**config.mk**
```make
export PLATFORM = sky130hd
export DESIGN_NAME = oven_heat_controller
export DESIGN_NICKNAME = d
export VERILOG_FILES = /design/src/rtl/oven_heat_controller.sv
export SDC_FILE = /design/constraint.sdc
export NUM_CORES = 1
export LEC_CHECK = 0
export CORE_AREA = 2 2 83 85
export DETAILED_ROUTE_END_ITERATION = 7
export DIE_AREA = 0 0 85 87
export PLACE_DENSITY = 0.62
export SETUP_SLACK_MARGIN = 0.05
export SYNTH_ARGS = -nofsm -noshare
export SYNTH_HDL_FRONTEND = slang
export SYNTH_SLANG_ARGS = --single-unit
```
**constraint.sdc**
```tcl
create_clock -name clk -period 2.5 [get_ports clk]
set_input_delay 0.375 -clock clk [delete_from_list [all_inputs] [get_ports clk]]
set_output_delay 0.375 -clock clk [all_outputs]
set_load 0.005 [all_outputs]
```
**src/rtl/oven_heat_controller.sv**
```systemverilog
// oven_heat_controller
// Bake-cycle sequencer for the oven temperature model: start -> preheat to
// target -> timed bake -> done alarm -> idle. Drives a registered heat level
// (0..3) from the error between the latched target and the measured temperature.
//
// Optional feature: define OVEN_DOOR_INTERLOCK_EN to add a door_open input.
// While the door is open in PREHEAT/BAKE the heat is forced off, seconds ticks
// are ignored and the state is held; a start with the door open is rejected.
//
// state | meaning
// ------+----------------------------------------------------------
// IDLE  | waiting for a valid start; heat off
// PRE   | heating toward tgt_out until the model reports preheated
// BAKE  | regulating temperature, counting time_left down on ticks
// DONE  | buzzer on for DONE_SECS ticks, heat off, then back to IDLE

module oven_heat_controller #(
    parameter int TEMP_W    = 10,
    parameter int TIME_W    = 12,
    parameter int MIN_TEMP  = 150,
    parameter int MAX_TEMP  = 500,
    parameter int FAST_BAND = 20,
    parameter int SLOW_BAND = 5,
    parameter int DONE_SECS = 3
) (
    input  logic              clk,
    input  logic              rst,
    input  logic              start,
    input  logic              cancel,
    input  logic [TEMP_W-1:0] target_temp,
    input  logic [TIME_W-1:0] bake_time,
    input  logic              tick_1hz,
    input  logic [TEMP_W-1:0] current_temp,
    input  logic              preheated,
`ifdef OVEN_DOOR_INTERLOCK_EN
    input  logic              door_open,
`endif
    output logic [1:0]        heat,
    output logic [TEMP_W-1:0] tgt_out,
    output logic [1:0]        state,
    output logic [TIME_W-1:0] time_left,
    output logic              busy,
    output logic              done,
    output logic              buzzer,
    output logic              start_err
);

    typedef enum logic [1:0] {
        S_IDLE    = 2'd0,
        S_PREHEAT = 2'd1,
        S_BAKE    = 2'd2,
        S_DONE    = 2'd3
    } state_t;

    localparam int CNT_W = (DONE_SECS < 2) ? 1 : $clog2(DONE_SECS + 1);

    localparam logic [TEMP_W-1:0]        MIN_T    = TEMP_W'(MIN_TEMP);
    localparam logic [TEMP_W-1:0]        MAX_T    = TEMP_W'(MAX_TEMP);
    localparam logic signed [TEMP_W:0]   FAST_E   = (TEMP_W+1)'(FAST_BAND);
    localparam logic signed [TEMP_W:0]   SLOW_E   = (TEMP_W+1)'(SLOW_BAND);
    localparam logic signed [TEMP_W:0]   ZERO_E   = '0;
    localparam logic [CNT_W-1:0]         DONE_CNT = CNT_W'(DONE_SECS);
    localparam logic [CNT_W-1:0]         CNT_ONE  = CNT_W'(1);
    localparam logic [TIME_W-1:0]        LEFT_ONE = TIME_W'(1);

    state_t              state_q, state_d;
    logic [1:0]          heat_q, heat_d;
    logic [TEMP_W-1:0]   tgt_q, tgt_d;
    logic [TIME_W-1:0]   left_q, left_d;
    logic [CNT_W-1:0]    cnt_q, cnt_d;
    logic                done_q, done_d;
    logic                err_q, err_d;

    logic                door_hold;
    logic                start_ok;
    logic signed [TEMP_W:0] temp_err;
    logic [1:0]          heat_level;
    logic                regulating_now;
    logic                regulating_next;

`ifdef OVEN_DOOR_INTERLOCK_EN
    assign door_hold = door_open;
`else
    assign door_hold = 1'b0;
`endif

    assign start_ok = (target_temp >= MIN_T) && (target_temp <= MAX_T) &&
                      (bake_time != '0) && !door_hold;

    // Signed error: a temperature above target gives a negative value (heat off).
    assign temp_err = $signed({1'b0, tgt_q}) - $signed({1'b0, current_temp});

    // Heat level bands from the temperature error.
    always_comb begin
        heat_level = 2'd0;
        if (temp_err > FAST_E) begin
            heat_level = 2'd3;
        end else if (temp_err > SLOW_E) begin
            heat_level = 2'd2;
        end else if (temp_err > ZERO_E) begin
            heat_level = 2'd1;
        end
    end

    // Next-state, timer and pulse logic; priority cancel > start > tick.
    always_comb begin
        state_d = state_q;
        tgt_d   = tgt_q;
        left_d  = left_q;
        cnt_d   = cnt_q;
        done_d  = 1'b0;
        err_d   = 1'b0;

        if (cancel) begin
            if (state_q != S_IDLE) begin
                state_d = S_IDLE;
                left_d  = '0;
                cnt_d   = '0;
            end
        end else begin
            case (state_q)
                S_IDLE: begin
                    if (start) begin
                        if (start_ok) begin
                            tgt_d   = target_temp;
                            left_d  = bake_time;
                            state_d = S_PREHEAT;
                        end else begin
                            err_d = 1'b1;
                        end
                    end
                end
                S_PREHEAT: begin
                    if (!door_hold && preheated) begin
                        state_d = S_BAKE;
                    end
                end
                S_BAKE: begin
                    if (!door_hold && tick_1hz) begin
                        left_d = left_q - LEFT_ONE;
                        if (left_q == LEFT_ONE) begin
                            state_d = S_DONE;
                            done_d  = 1'b1;
                            cnt_d   = DONE_CNT;
                        end
                    end
                end
                S_DONE: begin
                    if (tick_1hz) begin
                        if (cnt_q <= CNT_ONE) begin
                            state_d = S_IDLE;
                            cnt_d   = '0;
                        end else begin
                            cnt_d = cnt_q - CNT_ONE;
                        end
                    end
                end
                default: begin
                    state_d = S_IDLE;
                end
            endcase
        end
    end

    // Heat is only driven while regulating now and after this edge, so it
    // drops to 0 on the same edge that enters IDLE or DONE.
    assign regulating_now  = (state_q == S_PREHEAT) || (state_q == S_BAKE);
    assign regulating_next = (state_d == S_PREHEAT) || (state_d == S_BAKE);

    // Registered heat command.
    always_comb begin
        heat_d = 2'd0;
        if (regulating_now && regulating_next && !door_hold) begin
            heat_d = heat_level;
        end
    end

    // State and datapath registers with synchronous reset.
    always_ff @(posedge clk) begin
        if (rst) begin
            state_q <= S_IDLE;
            heat_q  <= 2'd0;
            tgt_q   <= '0;
            left_q  <= '0;
            cnt_q   <= '0;
            done_q  <= 1'b0;
            err_q   <= 1'b0;
        end else begin
            state_q <= state_d;
            heat_q  <= heat_d;
            tgt_q   <= tgt_d;
            left_q  <= left_d;
            cnt_q   <= cnt_d;
            done_q  <= done_d;
            err_q   <= err_d;
        end
    end

    assign heat      = heat_q;
    assign tgt_out   = tgt_q;
    assign state     = state_q;
    assign time_left = left_q;
    assign busy      = (state_q != S_IDLE);
    assign done      = done_q;
    assign buzzer    = (state_q == S_DONE);
    assign start_err = err_q;

endmodule

```
# After elaboration in Yosys (flattened, before gate mapping)
# Index checks and enable logic that the tools add are counted.
[totals] register_bits=30 in_bits=38 out_inout_bits=30 elab_cells=78
[op_classes] addsub=3 order_cmp=6 eq_ne=12 mux=28 bitwise_logic=6 n_reduce_logical=16
[op_table] cell="$mux W12" count=5
[op_table] cell="$mux W2" count=17
[op_table] cell="$pmux W12 S2" count=1
[op_table] cell="$ne A3 B3 Y1 const B" count=5
[op_table] cell="$eq A12 B1 Y1 const B" count=1
[op_table] cell="$reduce_bool A12 Y1" count=1
[op_table] cell="$sub A12 B1 Y12 const B" count=1
[op_table] cell="$gt A11 B1 Y1 const B" count=1
[op_table] cell="$gt A11 B4 Y1 const B" count=1
[op_table] cell="$gt A11 B6 Y1 const B" count=1
[op_table] cell="$sub A10 B10 Y11" count=1
[op_table] cell="$ge A10 B8 Y1 const B" count=1
[op_table] cell="$le A10 B9 Y1 const B" count=1
[op_table] cell="$reduce_and A5 Y1" count=2
[op_table] cell="$pmux W2 S4" count=1
[op_table] cell="$reduce_or A4 Y1" count=2
[op_table] cell="$eq A2 B2 Y1 const B" count=3
[op_table] cell="$not A1 Y1" count=6
[op_table] cell="$reduce_bool A3 Y1" count=2
[op_table] cell="$eq A2 B1 Y1 const B" count=2
[op_table] cell="$pmux W2 S2" count=1
[op_table] cell="$reduce_and A4 Y1" count=1
[op_table] cell="$logic_and A1 B1 Y1" count=3
[op_table] cell="$mux W1" count=3
[op_table] cell="7 further kinds" count=8

# Depth between registers and ports, before layout
# Gate-level depths: netlist of the first run.
[depth] ltp_word=12 depth_mapped=11 depth_no_buf=11

# Worst setup path before layout of the first run
# Ideal clock, no wire load.
[synth_path] path_kind="input-to-reg" from="input current_temp[0]" to="register heat_q[0], in the netlist heat[0]" setup_ps=86 arrival_time_ps=2295 required_time_ps=2414 slack_ps=119 path_stages=10 path_buffers=0 path_cell_list="ha_1 inv_1 fa_1 a21o_1 a221o_1 a221o_1 a21o_1 o2111ai_1 nand3_1 a211oi_1"
[synth_via] elab_chain_len=5 elab_cells_between_ends=7 cone_classes="1 x add/sub; 3 x order compare; 3 x mux"
[synth_lines] item="start, declared" line="33" source="input logic [TEMP_W-1:0] current_temp,"
[synth_lines] item="$sub A10 B10 Y11 *" line="91" source="assign temp_err = $signed({1'b0, tgt_q}) - $signed({1'b0, current_temp});"
[synth_lines] item="$gt A11 B1 Y1" line="100" source="end else if (temp_err > ZERO_E) begin"
[synth_lines] item="$mux W1" line="100"
[synth_lines] item="$mux W2" line="98" source="end else if (temp_err > SLOW_E) begin"
[synth_lines] item="$mux W2 *" line="96" source="if (temp_err > FAST_E) begin"
[synth_lines] item="end signal, assigned" line="190" source="heat_q <= heat_d;"
[synth_lines] item="end, declared" line="67" source="logic [1:0] heat_q, heat_d;"
# Mark *: on every way between the ends. The rest lies on a longest branch, timed or not.
# A chain may end at the register's enable or synchronous reset.

# Final worst setup path of the first run
[layout_path] from="input current_temp[5]" to="register heat_q[0], in the netlist heat[0]"
# The elaborated chain is that of the path after synthesis.

==> results of run 1 <==
cells in the final DEF, fill, tap and decap left out, drive strengths merged, types with 3 or more instances in the layout:
cell type	n
clkdlybuf4s50	64
buf	43
nor2	33
dfxtp	30
inv	24
o21ai	20
nand2	17
ha	16
a21oi	14
mux2i	10
nand2b	7
a21o	7
o22ai	7
clkbuf	7
nor4	7
and3	6
nand3	6
nor3	6
nor2b	4
a31oi	4
a22o	4
a211oi	4
or3	4
nand3b	3
xnor2	3
a22oi	3
power breakdown:
| group | total (uW) | internal [uW] | switching (uW) | leakage (uW) |
|---|---|---|---|---|
| Clock | 412 | 222 | 190 | 0.0000482 |
| Sequential | 506 | 491 | 15.1 | 0.000243 |
| Combinational | 396 | 218 | 179 | 0.00117 |
| Total | 1310 | 930 | 384 | 0.00146 |
kinds of logic after synthesis:
kind of cell,count (synthesis),share of synthesized area (%)
AOI/OAI and AO/OA,83,25.0
xor gates and xnor gates,5,1.96
muxes,12,5.49
adders and majority gates,17,9.87
DFF,30,26.9
and+or+nand+nor,104,24.8
buffers and inverters,35,6.00
per-stage QoR:
step	util [%]	setup TNS [ns]	hold WS, ns	instances
floorplan	-	0	0.473	286
global placement	50.0	-1.70	0.493	464
detailed placement	50.0	-2.16	0.495	464
CTS	51.9	0	0.508	473
global route	53.6	-0.0265	0.536	474
finish	53.6	0	0.510	474
metal layers:
| metal | part of all wire [%] | GRT usage, % |
|---|---|---|
| met5 | 0 | 0 |
| met4 | 0.92 | 6.06 |
| met1 | 47 | 26.4 |
| met3 | 4.5 | 2.46 |
| met2 | 48 | 30.2 |
tightest hold or removal path: cells and delay by family (launching register included):
family | cells | cell delay [ns]
AOI/OAI and AO/OA | 1 | 0.05
and+or+nand+nor | 1 | 0.07
DFF | 1 | 0.35
repair_timing:
| item | 4_1_cts | 5_1_grt |
|---|---|---|
| endpoints found under the hold margin | 0 | 0 |
| pin swaps | 9 | 10 |
| buffers inserted | 1 | 1 |
| resized for setup | 9 | 19 |
| endpoints found under the setup margin | 2 | 19 |
registers in the layout (all words and copies together), names as in the netlist:
register	count
done	1
time_left	12
heat	2
state	2
start_err	1
cnt_q	2
tgt_out	10
cell type report:
cell class	count	area [um^2]	area share, %
Clock inverter	1	5.00	0.142
Sequential cell	30	602	17.1
Timing Repair Buffer	110	1010	28.7
Multi-Input combinational cell	221	1620	46.1
Clock buffer	7	86.3	2.45
Tap cell	80	100	2.84
Inverter	25	93.8	2.67
worst max path at each step:
| stage | startpoint | to | slack [ns] | depth (start not counted) |
|---|---|---|---|---|
| 2_1_floorplan | current_temp[0] | heat[0]$_SDFF_PP0_ | 0.12 | 10 |
| 3_3_place_gp | current_temp[0] | heat[0]$_SDFF_PP0_ | -0.45 | 11 |
| 3_5_place_dp | current_temp[0] | heat[0]$_SDFF_PP0_ | -0.54 | 11 |
| 4_1_cts | tgt_out[0]$_SDFFE_PP0P_ | heat[0]$_SDFF_PP0_ | 0.01 | 11 |
| 5_1_grt | tgt_out[0]$_SDFFE_PP0P_ | heat[0]$_SDFF_PP0_ | -0.03 | 11 |
| 6_report | current_temp[5] | heat[0]$_SDFF_PP0_ | 0.09 | 10 |
==> results.md, run 1 <==
* Status: completed
* CP arrival at 2.61 ns
* Final WL at 7050 um
* Share of flip-flops with an asynchronous set or reset at 0%
* Clock Skew at 0.00464 ns
* Final period utilization at 96.3%
* Reg-to-Reg Start: tgt_out[0]$_SDFFE_PP0P_
* Ant. Diodes at 0
* CTS tree: done
* EDFF count, synth at 0
* Leading post-synthesis cells by cell area: dfxtp_1 27%, ha_1 9.0%, nor2_1 5.5%
* Final worst slack at 0.0920 ns
* Post-Synthesis Cell Area at 0.00223 mm^2
* Io pins at 68
* Post-DP Area at 0.00328 mm^2
* HPWL Detailed at 5420 um
* Synth cell count leaders: 33 x nor2_1, 30 x dfxtp_1, 24 x inv_1, 20 x o21ai_0, 17 x nand2_1
* Post-route cell area at 0.00352 mm^2
* Initial antenna violation count at 0
* Root buf cell: clkbuf_8
* # hold bufs at CTS at 0
* Worst EP required at 2.70 ns
* Overflow after GRT at 0
* Total power at 1310 uW
* Port buffer count at 67
* Fraction of layout cells with a size suffix above 1 at 20.6%
* Syn Nets at 341
* Synth Flop Type: dfxtp_1
* Clock transition at path regs at 0.07 ns
* Cells on Worst Hold Path at 2
* Die Width at 85 um
* FF-to-FF path depth at 11
* Global-route wire length before repair at 11,300 um
* Final Setup Violations at 0
* Slowest CP cell: clkdlybuf4s50_1
* Setup WS pre-CTS at -0.540 ns
* Post-Syn Instances at 286
* Sink Count at 30
* Synthesized flop and latch total at 30
* Number of DRC markers in iteration 0 at 149
* Fin crit period at 2.41 ns
* Area Overhead vs Synth at 57.6%
* Synth cell types at 54
* First-pass DRT Iterations at 4
* Top-count cell post-synth: nor2_1
* Crit path max-delay family: compound AO/OA/AOI/OAI gates
* Worst r2r dst: heat[0]$_SDFF_PP0_
* Area leader, netlist: dfxtp_1
* Remaining DRCs at 0
* Hold Path Sink: time_left[1]$_SDFFE_PP0P_
* Actual slew at the worst max-slew pin at 0.447 ns
* CTS Buf Count at 5
* Sequential area share after synthesis at 26.9%
* Total Nets Final at 448
* Syn. warnings at 0
* Worst skew pair latency at 0.28 ns
* RSZ-0062 raised after global routing: yes
* Largest net degree at the start of global routing at 17
* Avg Synthesized Cell Area at 7.80 um^2
* Total core area at 0.00657 mm^2
* Initial Util at 34.0%
* Worst-case clock buffer depth at 2
* Worst VDD drop at 0.245 mV
* Min-Delay Startpoint: time_left[1]$_SDFFE_PP0P_
* Fmax at 0.415 GHz
* Reg-to-reg slack, setup at 0.09 ns
* CP Capture Type: flop
* Crit Path Class: primary input to flop
* Slew HR at 70.0%
* Vias in the first global route at 2,423
* Max cap viols at 0
* Die ar. at 0.00740 mm^2
* Worst path bufs/invs at 2
* Crit-path cells: clkdlybuf4s50_1 > inv_2 > ha_4 > and3_1 > a221o_1 > a221o_1 > a21o_1 > o2111ai_2 > nand3_1 > a211oi_2
* Static leakage at 0.00146 uW
* Via density at 5.36
* Largest stage delay on the critical path at 0.48 ns
* H-tree Lvls at 2
* Critical Path Source Type: primary input
* Synth top area share at 26.9%
* Routability cong. at 0.916
* Post-route ant nets at 0
* Routed vias at 2,542
* GRT Resource Usage Total at 18.9%
* Final hold violations at 0
* Critical-path maximum fanout at 4
* Crit-path most repeated cell: a221o_1
* Hold Crit Class: flop to flop
* Wire per inst at 14.9 um
* Slew Viols, Final at 0
* Die H at 87 um
* # fillers at 618
* Num rows at 30
* PwrDens at 374 mW/mm^2
Power figures use the tool's default switching activity.
==> run 2, diff against run 1 <==
- DONT_BUFFER_PORTS: default -> 1
- PLACE_DENSITY: 0.62 -> 0.48
- SKIP_CTS_REPAIR_TIMING: default -> 1
==> run 2 against run 1 <==
Clock-buffer cell count unchanged; critical path depth up 1; global-route usage down 1.1 points; via count down 17%; sequential share of layout area up 6.8 points; design area down 29%; clock power up 3%; first-iteration DRC count down 58%; sequential power about the same; clock skew up 0.0066 ns; total power down 11%; fmax about the same; critical endpoint unchanged; largest cell class unchanged; highest routed layer unchanged.
==> results.md, run 2 (synthesized netlist as in run 1, its figures left out) <==
* Status: completed
* Fin crit period at 2.41 ns (-0.000239 ns)
* Worst EP required at 2.70 ns (about the same)
* Sink Count at 30 (unchanged)
* Crit Path Class: flop to flop
* Fmax at 0.415 GHz (about the same)
* Critical Path Source Type: flop
* Root buf cell: clkbuf_8
* Post-route ant nets at 0 (unchanged)
* Global-route wire length before repair at 10,400 um (-8.2%)
* Overflow after GRT at 0 (unchanged)
* Static leakage at 0.00104 uW (-29%)
* Routed vias at 2,102 (-17%)
* Routability cong. at 0.836 (-8.7%)
* Initial Util at 34.0% (unchanged)
* Final cell count without fillers at 377 (-20%)
* Inst Count DP at 368 (-21%)
* Clock Skew at 0.0113 ns (+0.00663 ns)
* CTS Buf Count at 5 (unchanged)
* Max cap viols at 0 (unchanged)
* Slowest CP cell: a221o_1
* Die Width at 85 um (unchanged)
* RSZ-0062 raised after global routing: yes
* Critical-path maximum fanout at 4 (unchanged)
* Clock transition at path regs at 0.07 ns (about the same)
* Actual slew at the worst max-slew pin at 0.402 ns (-0.0451 ns)
* Logic gate share of total power at 20.0% (-10 points)
* Slew HR at 72.5% (+2.5 points)
* Post-route cell area at 0.00251 mm^2 (-29%)
* Wire per inst at 16.9 um (+14%)
* Ant. Diodes at 0 (unchanged)
* Final period utilization at 96.3% (about the same)
* Fraction of layout cells with a size suffix above 1 at 12.5% (-8.1 points)
* Final Setup Violations at 0 (unchanged)
* Die ar. at 0.00740 mm^2 (unchanged)
* Final WL at 6390 um (-9.4%)
* Worst path bufs/invs at 2 (unchanged)
* Crit-path cells: inv_2 > ha_4 > inv_2 > fa_2 > a21o_1 > a221o_1 > a221o_1 > a21o_1 > o2111ai_2 > nand3_1 > a211oi_1
* Slew Viols, Final at 0 (unchanged)
* CTS tree: done
* Largest net degree at the start of global routing at 31 (+14)
* Initial antenna violation count at 0 (unchanged)
* Via density at 5.58 (+4.0%)
* Remaining DRCs at 0 (unchanged)
* Final hold violations at 0 (unchanged)
* Total core area at 0.00657 mm^2 (unchanged)
* H-tree Lvls at 2 (unchanged)
* GRT Resource Usage Total at 17.8% (-1.1 points)
* Worst skew pair latency at 0.29 ns (about the same)
* PwrDens at 463 mW/mm^2 (+24%)
* Worst-case clock buffer depth at 2 (unchanged)
* Cell-internal power at 821 uW (-12%)
* Total Nets Final at 351 (-22%)
* Seq pwr share at 43.5% (+5.0 points)
* Num rows at 30 (unchanged)
* Switching share of power at 29.5% (+0.31 points)
* Hold Crit Class: primary input to flop
* Number of DRC markers in iteration 0 at 63 (-58%)
* Commonest non-fill, non-tap cells in the layout: 33 x nor2_1, 29 x dfxtp_1, 22 x inv_1
* Multi-input gate area at 0.00153 mm^2 (-5.6%)
* Area Overhead vs Synth at 12.7%
* CP Capture Type: flop
* Max reg flops at 12 (unchanged)
* Power share of the clock group at 36.4% (+5.0 points)
* Register area at 602 um^2 (unchanged)
* Worst VDD drop at 0.194 mV (-21%)
* Crit path max-delay family: compound AO/OA/AOI/OAI gates
* Largest stage delay on the critical path at 0.37 ns (-0.11 ns)
* Io pins at 68 (unchanged)
* Post-DP Area at 0.00238 mm^2 (-27%)
* Final setup TNS at 0 ns (unchanged)
* CP arrival at 2.60 ns (about the same)
* HPWL Detailed at 4880 um (-10%)
* Switching power at 344 uW (-10%)
* # fillers at 701 (+13%)
* Die H at 87 um (unchanged)
* First-pass DRT Iterations at 4 (unchanged)
* Port buffer count at 0 (-100%)
* Vias in the first global route at 2,070 (-15%)
* Commonest non-fill, non-tap cell in the layout: nor2_1
* Hold_ws at 0.147 ns (-0.363 ns)
## run 2: changes by cell type in the layout (fill, tap and decap cells not counted), moves of 2 or more
cell	change
a211oi_2	-2
ha_4	-4
buf_4	-29
clkdlybuf4s50_1	-64
inv_1	+3
ha_1	+4
inv_2	-3
a211oi_1	+2
dlymetal6s2s_1	-2
## run 2: layer usage
layer,global-route usage (%),up-vias,part of all wire (%)
met5,0,-,0
met1,24.7,979,50
met4,4.62,0,1.2
met2,26.7,56,43
li1,-,1059,-
met3,5.50,8,6.3
## run 2: final cells by class
class | instances | share of cell area, %
multi-input cells | 221 | 60.8
flip-flops and latches | 30 | 23.9
well taps | 80 | 3.98
repair buffers | 13 | 3.88
inverters | 25 | 3.73
clock buffers | 7 | 3.43
clock inverters | 1 | 0.199
## run 2: power groups by stage
stage,clock (uW),sequential [uW],combinational [uW]
after floorplan,0,514,183
after global placement,0,518,226
after detailed placement,0,519,226
after CTS,435,507,227
after global routing,455,509,263
final,424,507,234
## run 2: path summary, 6_finish.rpt
| check | from | end | slack [ns] | cells after the start |
|---|---|---|---|---|
| worst min register to register | tgt_out[9]$_SDFFE_PP0P_ | tgt_out[9]$_SDFFE_PP0P_ | 0.51 | 1 |
| worst max-delay path | tgt_out[0]$_SDFFE_PP0P_ | heat[0]$_SDFF_PP0_ | 0.09 | 11 |
| worst min-delay path | rst | time_left[4]$_SDFFE_PP0P_ | 0.15 | 1 |
| worst max register to register | tgt_out[0]$_SDFFE_PP0P_ | heat[0]$_SDFF_PP0_ | 0.09 | 11 |
## run 2: metrics by stage
stage / power [uW] / setup slack, ns / utilization (%)
after detailed placement: 745 / -0.0266 / 36.3
final: 1170 / 0.0922 / 38.3
after global routing: 1230 / -0.0124 / 38.3
after global placement: 745 / 0.0302 / 36.3
after CTS: 1170 / -0.0228 / 37.7
after floorplan: 697 / 0.119 / -
==> edit 1, RTL diff (settings of run 1) <==
`MAX_TEMP`: 500 -> 250.
--- a/src/rtl/oven_heat_controller.sv
+++ b/src/rtl/oven_heat_controller.sv
@@ -20,3 +20,3 @@
     parameter int MIN_TEMP  = 150,
-    parameter int MAX_TEMP  = 500,
+    parameter int MAX_TEMP  = 250,
     parameter int FAST_BAND = 20,
Function: changed (Yosys sat finds a counterexample within 4 cycles, from zero or initial values and one cycle with rst high).
==> edit 1 against run 1 <==
Setup slack gained 0.087 ns. Sequential cell count stayed put. Power decreased by 14%. Wire length fell by 6.0%. Combinational power is 35% lower. Hold slack lost 0.041 ns. Synthesized area increased by 3.4%. Design area is 8.3% lower. Highest routed layer unchanged.
==> edit 1: results <==
[cells_and_area]
layoutNonFillerInstCount = 450
clockNetworkAreaShare_pct = 2.365
filler_instances = 656
layout-drive-gt1-share_pct = 10.54
nMultiInputCombCells = 216
layout.nets = 425
seq_area_um2 = 600.6
area_share_nonclk_buffers_pct = 25.44
seq_cells = 30
number_of_non_clock_buffers_in_the_layout = 87
multi_input_area_share_pct = 46.99
n_all_inverters = 30
finalCoreUtilization_pct = 49.12

[placed_design]
dp_hpwl_mm = 5.072
placer_s_final_routability_congestion_estimate = 0.8379
detailedPlace.worstSlack_ns = -0.2977
place_area_um2 = 3118
dp.cells = 443

[grt]
grt_max_degree = 19
grt_first_pass_wirelength_mm = 10.99
antenna_found_initial = 0
first_global_vias = 2417
track_usage_pct = 18.40

[synth]
synth.yosys.seq_area_share_pct = 26.03
syn_area_per_cell_um2 = 8.011
synth_cell_type_count = 56
syn_nets = 343
post_synth_main_area_contributors = sky130_fd_sc_hd__dfxtp_1 26%, sky130_fd_sc_hd__ha_1 8.7%, sky130_fd_sc_hd__a21oi_1 5.0%
synthTopCellsByCount = 30 x sky130_fd_sc_hd__dfxtp_1, 30 x sky130_fd_sc_hd__inv_1, 30 x sky130_fd_sc_hd__nor2_1
synth_top_flop_cell = sky130_fd_sc_hd__dfxtp_1

[clock_tree]
cts_repair_resizes = 2
cts_max_path_buffers = 2
cts.repair_timing.setup_buffer_count = 0

[setup_path]
cp_data_arrival_time_ns = 2.48
worstRegToRegCells = 9
critical_path.startpoint = current_temp[0]
r2r_slack_ns = 0.38
worst-path-max-fanout = 4
worst_setup_path_endpoint = heat[1]

[drt]
postRouteWirelength_mm = 6.632
initialDrtViolationCount = 99
post_drt_via_cell_ratio = 5.424

[pwr]
power.leakage_uw = 0.001357
netSwitchingFraction_pct = 27.53
irDropWorstVdd_mv = 0.1740

[timing]
worst_clock_skew_ns = 0.006511
maxSlewHeadroom_pct = 60.02
finalCritPeriodShare_pct = 92.82

[status]
run_status = finished, final reports clean
## edit 1: critical path, stage by stage
cell and delay [ns]:
sky130_fd_sc_hd__clkdlybuf4s50_1 0.47, sky130_fd_sc_hd__ha_1 0.16, sky130_fd_sc_hd__inv_1 0.05, sky130_fd_sc_hd__fa_2 0.37, sky130_fd_sc_hd__a211oi_2 0.19, sky130_fd_sc_hd__nor2_1 0.11, sky130_fd_sc_hd__a311o_1 0.37, sky130_fd_sc_hd__nor4_2 0.26
sky130_fd_sc_hd__a311oi_1 0.12
## edit 1: layer usage
| layer | vias up | GRT usage [%] | part of all wire [%] |
|---|---|---|---|
| li1 | 1211 | - | - |
| met1 | 1133 | 23.20 | 46 |
| met2 | 84 | 30.26 | 46 |
| met3 | 13 | 4.645 | 6.3 |
| met4 | 0 | 7.071 | 1.9 |
| met5 | - | 0 | 0 |
## edit 1: how the worst min path moves through the flow
stage               slack [ns]        from    endpoint
finish                    0.47  tgt_out[7]  tgt_out[7]
detailed placement        0.46  tgt_out[7]  tgt_out[7]
floorplan                 0.46    cnt_q[1]    cnt_q[1]
CTS                       0.47  tgt_out[7]  tgt_out[7]
global route              0.51  tgt_out[7]  tgt_out[7]
global placement          0.46  tgt_out[7]  tgt_out[7]
## edit 1: cells by family after synthesis
logic type	Yosys count	synth area share, %
buf+inv	42	9.653
xor+xnor	10	3.796
simple gates	98	22.72
compound gates	80	23.48
mux	10	4.339
flops	30	26.03
fa+ha+maj	18	9.978
## edit 1: power groups by stage
| stage | combinational, uW | clock, uW | sequential (uW) |
|---|---|---|---|
| after floorplan | 131 | 0 | 501 |
| after global placement | 251 | 0 | 502 |
| after detailed placement | 252 | 0 | 502 |
| after CTS | 256 | 390 | 491 |
| after global routing | 282 | 405 | 492 |
| final | 259 | 379 | 491 |
==> edit 2, RTL diff (settings of run 1) <==
Made on the original files. Add an input register stage for `target_temp`, cleared by the reset; this delays it by one clock. The other inputs are not delayed to match.
--- a/src/rtl/oven_heat_controller.sv
+++ b/src/rtl/oven_heat_controller.sv
@@ -65,2 +65,12 @@
 
+    logic [TEMP_W-1:0] target_temp_q;
+
+    always_ff @(posedge clk) begin
+        if (rst) begin
+            target_temp_q <= '0;
+        end else begin
+            target_temp_q <= target_temp;
+        end
+    end
+
     state_t              state_q, state_d;
@@ -86,3 +96,3 @@
 
-    assign start_ok = (target_temp >= MIN_T) && (target_temp <= MAX_T) &&
+    assign start_ok = (target_temp_q >= MIN_T) && (target_temp_q <= MAX_T) &&
                       (bake_time != '0) && !door_hold;
@@ -124,3 +134,3 @@
                         if (start_ok) begin
-                            tgt_d   = target_temp;
+                            tgt_d   = target_temp_q;
                             left_d  = bake_time;
Function: changed (a bounded check fails within 4 cycles, from zero or initial values and one cycle with rst high).
==> edit 2 against run 1 <==
Sequential cell count up 10. Sequential power up 35%. Largest power group unchanged. Design area up 5.7%. Synthesized area up 13%. Largest cell class unchanged. Setup slack better by 0.13 ns. Via count down 0.90%. Combinational power down 12%. Power up 21%. Die area unchanged. Wire length down 3.1%. Critical path depth unchanged.
==> edit 2: results <==
[drt]
postRouteWirelength_mm = 6.835
initialDrtViolationCount = 125
wl_met2_mm = 3.053
vias_after_detailed_routing = 2519
wl_met3_um = 331
post_drt_via_cell_ratio = 5.281
route.layer.met1.wl_mm = 3.330

[synth]
synth-compound-area-share_pct = 24.36
synthTopCellsByCount = 40 x sky130_fd_sc_hd__dfxtp_1, 27 x sky130_fd_sc_hd__nor2_1, 23 x sky130_fd_sc_hd__a21oi_1
syn_area_per_cell_um2 = 8.341
syn_nets = 358
yosys-mux-area-fraction_pct = 3.564
synth.yosys.seq_area_share_pct = 31.68
post_synth_main_area_contributors = sky130_fd_sc_hd__dfxtp_1 32%, sky130_fd_sc_hd__ha_1 7.9%, sky130_fd_sc_hd__a21oi_1 4.6%
synth_cell_type_count = 59
synthesized_area_fraction_occupied_by_adder_cells_pct = 8.713

[timing]
tightest_slew_ns = 0.4184
worst_clock_skew_ns = 0.005356

[clock_tree]
clock_latency_reported_for_the_late_side_of_the_worst_skew_pair_ns = 0.30

[pwr]
power.leakage_uw = 0.001509
irDropWorstVdd_mv = 0.2296

[placed_design]
dp_hpwl_mm = 5.182
placer_s_final_routability_congestion_estimate = 0.8522
detailedPlace.worstSlack_ns = -0.5046
dp.cells = 465
place_area_um2 = 3453

[setup_path]
worstRegToRegCells = 10
maximum_single_stage_delay_on_the_critical_path_ns = 0.45
cp_data_arrival_time_ns = 2.45

[status]
run_status = finished, final reports clean

[grt]
gr-usage-met2_pct = 29.05
groute.layer.met1.usage_pct = 26.48
grt_max_degree = 20
track_usage_pct = 18.78
globalRouteMet3Util_pct = 3.128
first_global_vias = 2383
grt_first_pass_wirelength_mm = 11.34

[cells_and_area]
filler_instances = 592
layout-drive-gt1-share_pct = 16.12
layout.nets = 451
edit 2: area by class of cell:
type	count	area (um^2)	share of cell area, %
multi-input cells	229	1699	45.69
flip-flops and latches	40	802.0	21.57
repair buffers	97	909.6	24.46
clock inverters	2	38.79	1.043
well taps	80	100.1	2.692
clock buffers	6	82.58	2.221
inverters	23	86.33	2.322
edit 2: repair_timing:
action / CTS / global route
gates resized for setup: 11 / 14
pin swaps: 7 / 11
setup buffers: 2 / 2
endpoints found under the setup margin: 2 / 2
edit 2: power by group:
group          switching [uW]  internal, uW
Clock                     239           327
Combinational             155           193
Sequential               24.4           657
Total                     418          1180
edit 2: final timing paths:
| check | from | to | slack (ns) |
|---|---|---|---|
| worst min-delay path | cnt_q[0] | cnt_q[0] | 0.47 |
| worst max register to register | tgt_out[0] | heat[1] | 0.24 |
| worst max-delay path | current_temp[3] | heat[1] | 0.22 |
| worst min register to register | cnt_q[0] | cnt_q[0] | 0.47 |
